## src/rtl/cnt_sample_fifo.sv

```systemverilog
// Sample FIFO behind the gated pulse counter: tags each window count with a
// wrapping sequence number and streams {seq, sample} out on an Avalon-ST source.
module cnt_sample_fifo #(
    parameter int DATA_W = 32,
    parameter int SEQ_W  = 16,
    parameter int DEPTH  = 16,
    parameter int LVL_W  = 5
) (
    input  logic                    CLK,
    input  logic                    RST,
    input  logic                    clr,
    input  logic [DATA_W-1:0]       in_data,
    input  logic                    in_strobe,
    output logic [SEQ_W+DATA_W-1:0] st_data,
    output logic                    st_valid,
    input  logic                    st_ready,
    output logic [LVL_W-1:0]        fill_level,
    output logic [15:0]             drop_cnt,
    output logic                    ovf
);

    localparam int PTR_W = LVL_W - 1;
    localparam int ENT_W = SEQ_W + DATA_W;

    logic [ENT_W-1:0] mem [DEPTH];
    logic [PTR_W-1:0] rd_ptr;
    logic [PTR_W-1:0] wr_ptr;
    logic [SEQ_W-1:0] seq;
    logic             full;
    logic             pop;
    logic             push;
    logic             drop;

    // Handshake: a head entry transfers on any edge where st_valid & st_ready;
    // st_valid never drops and st_data never changes until that transfer happens.
    assign full = (fill_level == LVL_W'(DEPTH));
    assign pop  = st_valid & st_ready & ~clr;
    assign push = in_strobe & (~full | pop) & ~clr;
    assign drop = in_strobe & full & ~pop & ~clr;

    // Head is read straight from the registered memory; empty reads stay masked.
    assign st_valid = (fill_level != '0);
    assign st_data  = st_valid ? mem[rd_ptr] : '0;

    always_ff @(posedge CLK) begin
        if (push) begin
            mem[wr_ptr] <= {seq, in_data};
        end
    end

    always_ff @(posedge CLK or negedge RST) begin
        if (!RST) begin
            rd_ptr     <= '0;
            wr_ptr     <= '0;
            fill_level <= '0;
            seq        <= '0;
            drop_cnt   <= '0;
            ovf        <= 1'b0;
        end else if (clr) begin
            rd_ptr     <= '0;
            wr_ptr     <= '0;
            fill_level <= '0;
            seq        <= '0;
            drop_cnt   <= '0;
            ovf        <= 1'b0;
        end else begin
            if (push) begin
                wr_ptr <= wr_ptr + PTR_W'(1);
            end
            if (pop) begin
                rd_ptr <= rd_ptr + PTR_W'(1);
            end
            if (push && !pop) begin
                fill_level <= fill_level + LVL_W'(1);
            end else if (pop && !push) begin
                fill_level <= fill_level - LVL_W'(1);
            end
            // Dropped samples still consume a tag so the reader sees the gap.
            if (in_strobe) begin
                seq <= seq + SEQ_W'(1);
            end
            if (drop) begin
                ovf <= 1'b1;
                if (drop_cnt != 16'hFFFF) begin
                    drop_cnt <= drop_cnt + 16'd1;
                end
            end
        end
    end

endmodule

```

## config.mk

```make
export PLATFORM = sky130hd
export DESIGN_NAME = cnt_sample_fifo
export DESIGN_NICKNAME = d
export VERILOG_FILES = /design/src/rtl/cnt_sample_fifo.sv
export SDC_FILE = /design/constraint.sdc
export NUM_CORES = 1
export LEC_CHECK = 0
export BUFFER_PORTS_ARGS = -buffer_cell sky130_fd_sc_hd__buf_2
export CAP_MARGIN = 10
export CORE_MARGIN = 2
export CORE_UTILIZATION = 40
export CTS_CLUSTER_DIAMETER = 200
export DETAILED_ROUTE_END_ITERATION = 16
export PLACE_DENSITY_LB_ADDON = 0.3
export SYNTH_ARGS = -nofsm -noshare
export SYNTH_HDL_FRONTEND = slang
export SYNTH_SLANG_ARGS = --single-unit
```

## constraint.sdc

```tcl
create_clock -name CLK -period 6.1 [get_ports CLK]
set_input_delay 0.61 -clock CLK [delete_from_list [all_inputs] [get_ports CLK]]
set_output_delay 0.61 -clock CLK [all_outputs]
set_load 0.05 [all_outputs]
```

==> summary.md <==
| Metric | Value |
|---|---|
| Synthesis-to-finish area growth | 14.8% |
| Vias in the first global route | 15,127 |
| Share of flip-flops with an asynchronous set or reset | 0.0565 |
| Total clock sinks | 814 |
| Hold-fix buffers, CTS | 0 |
| Post-synth EDFFs | 768 |
| Met1 usage | 0.276 |
| Die ar. | 0.0810 sq mm |
| Area leader, netlist | edfxtp_1 |
| # Post-CTS Setup Buffers | 0 |
| CP endpoint kind | output pin |
| Initial DRC count | 1,587 |
| Data required, critical path | 5490 ps |
| Yosys warnings | 0 |
| Worst vdd ir | 0.236 mV |
| Pwr dens | 394 mW/mm^2 |
| FMAX | 237 MHz |
| Vias per cell | 5.55 |
| Clock root cell | clkbuf_16 |
| CTS tree | yes |
| Placer Congestion | 0.771 |
| Crit path kind | reg2out |
| Row cnt | 102 |
| DRC | 0 |
| Synth Area per Inst | 21.7 sq um |
| Setup TNS | 0 ps |
| CP startpoint kind | flop |
| Unrepaired setup endpoints after global routing | false |
| Clock-pin slew of the registers on the worst-case setup and hold paths | 60 ps |
| Cts repair resizes | 0 |
| # H-tree levels | 3 |
| Die H | 285 um |
| Vias | 15,043 |
| Met2 GRT Util | 0.237 |
| Cell Chain, Critical Path | nor4_4, nand2b_1, nand2_2, buf_4, o22ai_1, buf_2 |
| NumNets Final | 1,651 |
| R2R depth | 9 |
| Max Clock Skew | 34.7 ps |
| Final setup viols | 0 |
| Clock buffer depth | 3 |
| Die width | 285 um |
| Max Cap Viol | 0 |
| Worst-Margin Slew | 1060 ps |
| Grt met3 use | 0.0320 |
| Reg2Reg Capture Point | fill_level[4] |
| Clock latency at the later pin of the worst-skew pair | 650 ps |
| Final slew viol count | 0 |
| Yosys reg bits | 814 |
| Slowest stage cell, crit path | nand2_2 |
| ANT cells | 0 |
| Port buffer count | 107 |
| Clock buffer count from CTS | 84 |
| First-pass GRT wire length | 102,000 um |
| Most common cell after layout, fill and taps aside | edfxtp_1 |
| Starting Density | 0.405 |
| Post-route minimum period | 4220 ps |
| Final Hold Vio Count | 0 |
| Tcrit/Tclk final | 0.692 |
| Crit-path max cell delay | 740 ps |
| Pre-antenna DRT Iters | 7 |
| Routed WL per cell | 25.5 um |
| Synth top area cells | edfxtp_1, mux4_2, dfrtp_1 |
| Most frequent cells in the layout | edfxtp_1, mux4_2, buf_2 |
| Post-Route WL | 69,000 um |
| R2R Setup Slk | 2920 ps |
| I/O pin cnt | 108 |
| Type of the worst min-delay path | in2async |
| Remaining global-route overflow | 0 |
| GRT busiest layer | met1 |
| Status | finished, final reports clean |
| Leakage power | 0.0114 uW |
| Synth cell types | 41 |
| ANT nets after route | 0 |
| Post-synthesis cell area | 0.0315 sq mm |
| Post-synthesis sequential area ratio | 0.769 |
| Most used DFF post-synth | edfxtp_1 |
| FILL cells | 6,400 |
| Worst EP arrival | 3610 ps |
| Largest net degree at the start of global routing | 85 |
| Final core utilization | 0.465 |
| Syn nets | 1,503 |
| Critical Path Fanout Max | 29 |
| Core Area | 0.0777 sq mm |
| Post-Syn Instances | 1,454 |
| Share of cells above drive strength 1 | 0.285 |
| Post-synth top area share | 0.732 |
| Antenna violations before repair | 1 |
| All-Layer GR Usage | 0.170 |
| Worst rel slew slack | 0.291 |
| RR Startpoint | fill_level[1] |
| DPL Wire Length | 41,100 um |
==> routing by layer <==
metal / vias to the layer above / part of all wire
li1: 6381 / -
met1: 8063 / 0.48
met2: 517 / 0.44
met3: 80 / 0.069
met4: 2 / 0.013
met5: - / 0.00019
==> state kept, by name (all words and copies together) (netlist names) <==
signal	count
drop_cnt	16
seq	16
mem	768
wr_ptr	4
rd_ptr	4
fill_level	5
ovf	1
==> Yosys cell counts (2+ instances only) <==
| cell type | n |
|---|---|
| or4_1 | 6 |
| mux2i_1 | 98 |
| o21ai_0 | 5 |
| ha_1 | 11 |
| xnor2_1 | 11 |
| nand4_1 | 5 |
| buf_1 | 14 |
| nor3_1 | 4 |
| dfrtp_1 | 46 |
| nand2b_1 | 4 |
| nor4_1 | 3 |
| buf_2 | 17 |
| clkbuf_1 | 44 |
| nand3b_1 | 2 |
| nand3_1 | 22 |
| a211oi_1 | 2 |
| mux2_2 | 4 |
| xor2_1 | 17 |
| or3_1 | 6 |
| mux4_2 | 192 |
| nand2_1 | 22 |
| and3_1 | 5 |
| inv_1 | 7 |
| o22ai_1 | 49 |
| or3b_2 | 2 |
| a31oi_1 | 2 |
| edfxtp_1 | 768 |
| nor2_1 | 57 |
| o31ai_1 | 4 |
| a21oi_1 | 14 |
==> power breakdown <==
part	internal, uW	leakage (uW)	switching [uW]
Clock	2910	0.00132	2150
Combinational	1030	0.00234	1860
Sequential	6170	0.00778	145
Total	10100	0.0114	4150
==> worst max-delay path: cells and delay by family (launching register included) <==
| family | cells | cell delay [ps] |
|---|---|---|
| simple gates | 3 | 1500 |
| flops | 1 | 470 |
| compound gates | 1 | 250 |
| buf+inv | 2 | 750 |
==> stage by stage <==
step / instance area, sq um / power [uW] / hold slack (ps) / instances / setup WS, ps
after floorplan: 31500 / 8490 / 314 / 1454 / 1880
after global placement: 33500 / 9360 / 508 / 2556 / 2470
after detailed placement: 33500 / 9370 / 507 / 2556 / 2420
after CTS: 36200 / 14400 / 175 / 2710 / 1830
after global routing: 36200 / 14800 / 230 / 2710 / 1690
final: 36200 / 14300 / 159 / 2710 / 1880
==> worst max path at each step <==
stage | start | endpoint | slack [ps]
after floorplan | in_strobe | mem[3][0] | 1880
after global placement | clr | mem[7][2] | 2470
after detailed placement | clr | mem[7][4] | 2420
after CTS | fill_level[1] | st_data[37] | 1830
after global routing | fill_level[1] | st_data[38] | 1690
final | fill_level[1] | st_data[37] | 1880
==> cell type report <==
class | count | area, sq um | area share
Clock buffer | 104 | 2190 | 0.0605
Clock inverter | 50 | 528 | 0.0146
Multi-Input combinational cell | 558 | 7080 | 0.196
Sequential cell | 814 | 24200 | 0.670
Timing Repair Buffer | 137 | 823 | 0.0228
Tap cell | 1040 | 1300 | 0.0360
Inverter | 7 | 26.3 | 0.000726
==> cells by family (layout without fill, tap and decap cells) <==
kind of cell / after synthesis / in the layout / share of synthesized area
flops: 814 / 814 / 0.769
mux: 294 / 294 / 0.170
simple gates: 143 / 143 / 0.0223
buf+inv: 82 / 298 / 0.0104
compound gates: 81 / 81 / 0.0159
xor+xnor: 28 / 28 / 0.00779
fa+ha+maj: 12 / 12 / 0.00500
Power figures use the tool's default switching activity.
